**config.mk**
```make
export PLATFORM = sky130hd
export DESIGN_NAME = mult_radix4_param
export DESIGN_NICKNAME = d
export VERILOG_FILES = /design/src/rtl/mult_radix4_param.sv
export SDC_FILE = /design/constraint.sdc
export NUM_CORES = 1
export LEC_CHECK = 0
export ABC_AREA = 1
export BUFFER_PORTS_ARGS = -buffer_cell sky130_fd_sc_hd__buf_2
export CAP_MARGIN = 20
export CORE_MARGIN = 2
export CORE_UTILIZATION = 40
export DETAILED_ROUTE_END_ITERATION = 10
export GPL_ROUTABILITY_DRIVEN = 0
export HOLD_SLACK_MARGIN = 0.05
export PLACE_DENSITY = 0.67
export SLEW_MARGIN = 20
export SYNTH_ARGS = -nofsm -noshare
export SYNTH_HDL_FRONTEND = slang
export SYNTH_SLANG_ARGS = --single-unit
export TNS_END_PERCENT = 1
```
**constraint.sdc**
```tcl
create_clock -name clk -period 9 [get_ports clk]
set_input_delay 1.8 -clock clk [delete_from_list [all_inputs] [get_ports clk]]
set_output_delay 1.8 -clock clk [all_outputs]
set_load 0.01 [all_outputs]
```
**src/rtl/mult_radix4_param.sv**
```systemverilog
// mult_radix4_param: sequential radix-4 shift-and-add multiplier.
// Signed operands are reduced to magnitudes at load time and the product
// sign is restored at the end. Iteration stops as soon as the remaining
// multiplier digits are all zero, so short multipliers finish early.
// WIDTH must be even and at least 4.
module mult_radix4_param #(
  parameter int WIDTH = 32
) (
  input  logic               clk,
  input  logic               reset,
  input  logic               mult_begin,
  input  logic               mult_signed,
  input  logic [WIDTH-1:0]   mult_op1,
  input  logic [WIDTH-1:0]   mult_op2,
  output logic [2*WIDTH-1:0] product,
  output logic               mult_end,
  output logic               mult_busy
);

  localparam int PW = 2 * WIDTH;

  typedef enum logic [1:0] {
    IDLE = 2'd0,
    BUSY = 2'd1,
    DONE = 2'd2
  } state_t;

  state_t state;
  state_t state_next;

  logic [PW-1:0]    mcand;
  logic [WIDTH-1:0] mplier;
  logic [PW-1:0]    acc;
  logic             neg;

  logic             op1_neg;
  logic             op2_neg;
  logic [WIDTH-1:0] mag1;
  logic [WIDTH-1:0] mag2;
  logic [PW-1:0]    partial;
  logic             mplier_zero;

  // Operand magnitudes; the most-negative value negates to itself, which
  // read as unsigned is exactly 2^(WIDTH-1).
  always_comb begin
    op1_neg = mult_signed & mult_op1[WIDTH-1];
    op2_neg = mult_signed & mult_op2[WIDTH-1];
    mag1    = op1_neg ? (~mult_op1 + {{(WIDTH-1){1'b0}}, 1'b1}) : mult_op1;
    mag2    = op2_neg ? (~mult_op2 + {{(WIDTH-1){1'b0}}, 1'b1}) : mult_op2;
  end

  // Partial product selected by the lowest radix-4 digit of the multiplier.
  always_comb begin
    partial = '0;
    case (mplier[1:0])
      2'b00:   partial = '0;
      2'b01:   partial = mcand;
      2'b10:   partial = mcand << 1;
      2'b11:   partial = mcand + (mcand << 1);
      default: partial = '0;
    endcase
  end

  assign mplier_zero = (mplier == '0);

  // State register with asynchronous abort.
  always_ff @(posedge clk or posedge reset) begin
    if (reset) begin
      state <= IDLE;
    end else begin
      state <= state_next;
    end
  end

  // Next-state logic: accept in IDLE, iterate until multiplier exhausted.
  always_comb begin
    state_next = state;
    case (state)
      IDLE:    if (mult_begin) state_next = BUSY;
      BUSY:    if (mplier_zero) state_next = DONE;
      DONE:    state_next = IDLE;
      default: state_next = IDLE;
    endcase
  end

  // Datapath: load magnitudes, accumulate digit by digit, and register the
  // signed result on the way into DONE so it is valid while mult_end is high.
  always_ff @(posedge clk or posedge reset) begin
    if (reset) begin
      mcand   <= '0;
      mplier  <= '0;
      acc     <= '0;
      neg     <= 1'b0;
      product <= '0;
    end else begin
      case (state)
        IDLE: begin
          if (mult_begin) begin
            mcand  <= {{WIDTH{1'b0}}, mag1};
            mplier <= mag2;
            acc    <= '0;
            neg    <= mult_signed & (mult_op1[WIDTH-1] ^ mult_op2[WIDTH-1]);
          end
        end
        BUSY: begin
          if (!mplier_zero) begin
            acc    <= acc + partial;
            mcand  <= mcand << 2;
            mplier <= mplier >> 2;
          end else begin
            product <= neg ? (~acc + {{(PW-1){1'b0}}, 1'b1}) : acc;
          end
        end
        default: begin
        end
      endcase
    end
  end

  assign mult_end  = (state == DONE);
  assign mult_busy = (state != IDLE);

endmodule

```
==> flow_summary.ini, run 1 <==
[outcome]
status = completed

[grt]
grt.total_usage = 0.259
grt_pass1_wl_mm = 117
grt_pass1_vias = 22000
antenna_found_initial = 4
grt.overflow.total = 0
grt_start_max_net_pins = 98

[finish]
area_growth_pct = 10.5
final_cells = 4241
fin_nets = 3719
drive_gt1_frac = 0.0706
fin_util = 0.446

[placement]
dp.cells = 4186
port_buffers = 133
detailed_place_hpwl_mm = 58.4

[route]
wire_per_inst_um = 17.5
drc_errors = 0
dr_wl_met2_mm = 32.6
wl_met3_mm = 6.04
vias = 23700
routed.top_layer = met5
routedLengthMet1_mm = 31.5
routed_wl_mm = 74.4
firstDrtPassIters = 6
via_per_inst = 5.59
antenna_left = 0
drt_iter0_markers = 2355

[floorplanning]
coreArea_mm2 = 0.0538
start_util = 0.404
num_rows = 85
die-height_um = 237
die_w_um = 237
io_pins = 134
die_area_mm2 = 0.0562

[setup_path]
cpMaxStageDelayCell = o21ai_0
endpoint_kind = flip-flop
critPathLaunchType = flip-flop
path_delay_family = simple AND/OR/NAND/NOR gates
startpoint = mcand[12]$_DFFE_PP0P_
r2r_cells = 26
r2r_start = mcand[12]$_DFFE_PP0P_
path_buf_inv = 3
critical_path.endpoint = acc[44]$_DFFE_PP0P_
crit_top_cell = nand2_1
crit_fanout = 6
critPathRequiredTime_ps = 9470
worst-path-stages = 26
slowest_delay_ps = 650
r2r-end = acc[44]$_DFFE_PP0P_
worst-setup-path-type = flip-flop to flip-flop
cp.arrival_ps = 5970
r2r_slack_ps = 3500

[timing]
slew_viol_final = 0
hold_viol_final = 0
setup_viol = 0
whs_ps = 472
slew_headroom = 0.340
skew_ps = 25.2
rsz0062_at_grt = no
worst_pin_slew_ps = 987
fmax_mhz = 182
finalCritPeriodShare = 0.611
period_minus_slack_ps = 5500
setup-tns-final_ps = 0

[cts]
post_cts_buffers = 0
root_buffer = clkbuf_16
htreeDepth = 1
clk_transition_reported_paths_ps = 60
clk_latency_ps = 600
post_cts_resized = 0
clock_path_buffers = 3
numCtsBuffers = 29
postCtsHoldBufs = 0
cts.sinks = 227
cts_tree = built

[power_and_ir_drop]
static-leakage-power_nw = 11.1
ir_worst_vdd_mv = 0.231
power.total_w = 0.00911
powerDensity_mw_per_mm2 = 380

[synthesis]
synth_seq_area_share = 0.261
synth_seq_cells = 227
yosys_warnings = 0
syn-cell-area_mm2 = 0.0217
synth_area_per_cell_um2 = 6.32
synth_cell_types = 53
synth_fp_nets = 3635
syn-instance-count = 3437

[flow_run]
maxCapViolCount = 0

[min_path]
min_path_type = flip-flop to flip-flop
-- metrics by stage --
stage / setup slack (ps) / cell area (um2)
floorplan: 980 / 21700
global placement: 3810 / 23000
detailed placement: 3850 / 23000
CTS: 3800 / 24000
global route: 3150 / 24000
finish: 3500 / 24000
-- sequential cells by signal (all words and copies together), names as in the netlist --
register and cells:
acc 64, mcand 64, mplier 32, neg 1, product 64, state 2
-- cells in the mapped netlist (all sizes together) --
library cell	n	area share
nor4	23	0.0066
a21boi	9	0.0033
nand2	746	0.13
nand3	198	0.046
a221o	2	0.00092
a221oi	7	0.0028
and2	5	0.0014
o2111ai	2	0.00081
o31ai	17	0.0059
dfrtp	227	0.26
nand3b	9	0.0031
a211oi	1	0.00035
o21a	15	0.0052
o221ai	44	0.018
a32o	1	0.00046
fa	2	0.0018
buf	43	0.0086
clkinv	2	0.00035
a41oi	1	0.00040
xnor2	12	0.0048
clkbuf	52	0.0090
and3	2	0.00058
a31oi	22	0.0063
inv	460	0.079
nand4	34	0.0098
o22ai	32	0.0092
nor3	45	0.012
ha	128	0.074
xor2	69	0.028
o211ai	29	0.010
a21o	13	0.0045
o21bai	34	0.012
o21ai	426	0.098
a21oi	275	0.063
or2	29	0.0083
nor2	419	0.074
a31o	1	0.00040
o311ai	1	0.00040
-- worst reg2reg max path, delay by kind of cell (launching register included) --
kind / cells / cell delay, ps
compound gates: 5 / 1750
fa+ha+maj: 2 / 860
simple gates: 16 / 2070
flops: 1 / 450
buf+inv: 3 / 230
-- power breakdown --
| group | internal (W) | switching, W | leakage (nW) |
|---|---|---|---|
| clock | 0.000734 | 0.000488 | 0.490 |
| combinational | 0.00193 | 0.00415 | 7.69 |
| sequential | 0.00135 | 0.000456 | 2.91 |
| total | 0.00402 | 0.00509 | 11.1 |
-- how the worst min path moves through the flow --
stage | from | endpoint | slack, ps | depth (start not counted)
2_1_floorplan | mplier[24]$_DFFE_PP0P_ | mplier[24]$_DFFE_PP0P_ | 470 | 2
3_3_place_gp | product[39]$_DFFE_PP0P_ | product[39]$_DFFE_PP0P_ | 460 | 2
3_5_place_dp | product[53]$_DFFE_PP0P_ | product[53]$_DFFE_PP0P_ | 460 | 2
4_1_cts | product[53]$_DFFE_PP0P_ | product[53]$_DFFE_PP0P_ | 480 | 2
5_1_grt | product[53]$_DFFE_PP0P_ | product[53]$_DFFE_PP0P_ | 490 | 2
6_report | product[53]$_DFFE_PP0P_ | product[53]$_DFFE_PP0P_ | 470 | 2
-- layout make-up --
cell class / count / area [um2]
antenna: 2 / 5.00
clock buffer: 39 / 793
clock inverter: 14 / 193
fill: 5728 / 29800
inverter: 462 / 1740
multi-input combinational: 2653 / 13900
sequential: 227 / 5680
tap: 696 / 871
timing repair buffer: 148 / 778
-- placed cells by master (no fill, tap or decap), types with 4 or more instances in the layout --
cell	n
nand2_1	742
inv_1	452
nor2_1	410
o21ai_0	322
a21oi_1	275
dfrtp_1	227
nand3_1	196
buf_2	133
ha_1	128
o21ai_1	103
xor2_1	69
o221ai_1	44
nor3_1	42
nand4_1	34
o21bai_1	34
o22ai_1	32
o211ai_1	29
clkbuf_16	29
or2_2	27
nor4_1	23
a31oi_1	22
o31ai_1	17
o21a_1	15
buf_4	15
a21o_1	13
xnor2_1	12
nand3b_1	9
a21boi_0	7
a221oi_1	7
clkbuf_1	7
clkinv_2	7
inv_2	6
nor2_2	6
and2_1	5
nand2_2	4
bufinv_16	4
-- metal layers --
layer  vias to the layer above  global-route usage
li1                      11700                   -
met1                     10800               0.339
met2                       986               0.414
met3                       197              0.0395
met4                         4               0.132
met5                         -                   0
-- kinds of logic after synthesis --
group                    share of synthesized area
adder cells (fa/ha/maj)                     0.0755
flip-flops                                   0.261
AO/OA/AOI/OAI                                0.242
AND/OR/NAND/NOR                              0.291
buffers and inverters                       0.0974
XOR/XNOR                                    0.0326
Power figures use the tool's default switching activity.
==> run 2, diff against run 1 <==
Settings changed: PLACE_DENSITY 0.67 to 0.7.
Clock period 9 ns to 4.78 ns, I/O delays scaled along.
==> flow_summary.ini, run 2 (synthesized netlist as in run 1, its figures left out) <==
[route]
firstDrtPassIters = 7
drc_errors = 0
vias = 23900
via_per_inst = 5.57
drt_iter0_markers = 2352
routed_wl_mm = 74.8
wire_per_inst_um = 17.5
antenna_left = 0

[grt]
grt_start_max_net_pins = 145
antenna_found_initial = 1
grt_pass1_wl_mm = 118
grt_pass1_vias = 22000
grt.total_usage = 0.260
grt.overflow.total = 0

[setup_path]
crit_fanout = 6
r2r_start = mcand[17]$_DFFE_PP0P_
cpMaxStageDelayCell = dfrtp_1
critPathRequiredTime_ps = 5260
path_delay_family = simple AND/OR/NAND/NOR gates
critical_path.endpoint = acc[61]$_DFFE_PP0P_
path_buf_inv = 4
crit_top_cell = nand3_1
r2r_cells = 23
crit_chain = ha_1, a21oi_1, o21ai_0, a21oi_1, o21bai_1, nand2_1, nand3_1, or2_2, nand3_1, o221ai_1, ha_1, buf_4, nand2_1, nor2_1, inv_1, nor2_1, inv_1, nor4_1, buf_4, nand3_1, nand3_1, nand2_1, o21ai_0
startpoint = mcand[17]$_DFFE_PP0P_
worst-path-stages = 23
endpoint_kind = flip-flop
cp.arrival_ps = 5020
worst-setup-path-type = flip-flop to flip-flop
slowest_delay_ps = 430
r2r-end = acc[61]$_DFFE_PP0P_
critPathLaunchType = flip-flop
r2r_slack_ps = 240

[power_and_ir_drop]
switchingPower_w = 0.00979
powerDensity_mw_per_mm2 = 724
p_int_w = 0.00797
comb_power_share = 0.686
ir_worst_vdd_mv = 0.408
power.total_w = 0.0178
seqPwrFrac = 0.193
static-leakage-power_nw = 11.3
clkPwrFrac = 0.121
swShare = 0.551

[cts]
clock_path_buffers = 3
clk_transition_reported_paths_ps = 60
postCtsHoldBufs = 0
root_buffer = clkbuf_16
htreeDepth = 1
clk_latency_ps = 570
cts.sinks = 227
numCtsBuffers = 27
cts_tree = built

[timing]
period_minus_slack_ps = 4540
slew_headroom = 0.385
finalCritPeriodShare = 0.950
setup-tns-final_ps = 0
hold_viol_final = 0
skew_ps = 14.1
rsz0062_at_grt = yes
worst_pin_slew_ps = 923
fmax_mhz = 220
slew_viol_final = 0
setup_viol = 0
whs_ps = 476

[finish]
fin_nets = 3769
final_cells = 4286
fin_area_mm2 = 0.0245
final_common_cell = nand2_1
diodes = 0
most-common-layout-cells = nand2_1 (737), inv_1 (452), nor2_1 (399)
drive_gt1_frac = 0.0947
area_growth_pct = 12.8
reg_top3 = acc (64), mcand (64), product (64)
fill_cells = 5683

[flow_run]
maxCapViolCount = 0

[placement]
port_buffers = 133
dpl_cell_area_mm2 = 0.0234
detailed_place_hpwl_mm = 58.0
dp.cells = 4234

[floorplanning]
start_util = 0.404
die_w_um = 237
io_pins = 134
coreArea_mm2 = 0.0538
num_rows = 85
die-height_um = 237
die_area_mm2 = 0.0562

[outcome]
status = completed

[min_path]
min-delay-start = product[55]$_DFFE_PP0P_
min_path_type = flip-flop to flip-flop
[run 2: worst min path at each step]
| stage | endpoint | depth (start not counted) |
|---|---|---|
| finish | product[55]$_DFFE_PP0P_ | 2 |
| global route | product[59]$_DFFE_PP0P_ | 2 |
| CTS | product[59]$_DFFE_PP0P_ | 2 |
| detailed placement | product[59]$_DFFE_PP0P_ | 2 |
| global placement | product[59]$_DFFE_PP0P_ | 2 |
| floorplan | mplier[24]$_DFFE_PP0P_ | 2 |
[run 2: cell type report]
class	instances	area, um2	area share
timing repair buffer	200	1210	0.0492
clock buffer	32	704	0.0287
multi-input combinational	2653	14100	0.576
tap	696	871	0.0355
inverter	462	1740	0.0710
clock inverter	16	191	0.00781
sequential	227	5680	0.232
[run 2: power by group through the flow]
stage          sequential (W)  combinational (W)  clock, W
6_report              0.00342             0.0122   0.00215
5_1_grt               0.00349             0.0135   0.00226
4_1_cts               0.00340             0.0115   0.00219
3_5_place_dp          0.00343             0.0114         0
3_3_place_gp          0.00342             0.0113         0
2_1_floorplan         0.00308            0.00810         0
[run 2: worst register-to-register path, delay by kind of cell (launching register included)]
family / cells / cell delay (ps)
flops: 1 / 430
buf+inv: 4 / 500
compound gates: 6 / 1340
fa+ha+maj: 2 / 810
simple gates: 11 / 1390
[run 2: metrics by stage]
stage                util  setup WS [ps]
floorplan               -            858
global placement    0.435           58.1
detailed placement  0.435           20.0
CTS                 0.452           28.2
global route        0.456           -116
finish              0.456            237
[run 2: layer usage]
layer | GRT usage | share of wire
met1 | 0.348 | 0.43
met2 | 0.417 | 0.44
met3 | 0.0462 | 0.084
met4 | 0.102 | 0.046
met5 | 0 | 0.00025
[run 2: what timing repair did]
action,4_1_cts,5_1_grt
resized for setup,2,66
endpoints found under the setup margin,2,40
pin swaps,0,4
setup buffers,0,4
cloned,0,0
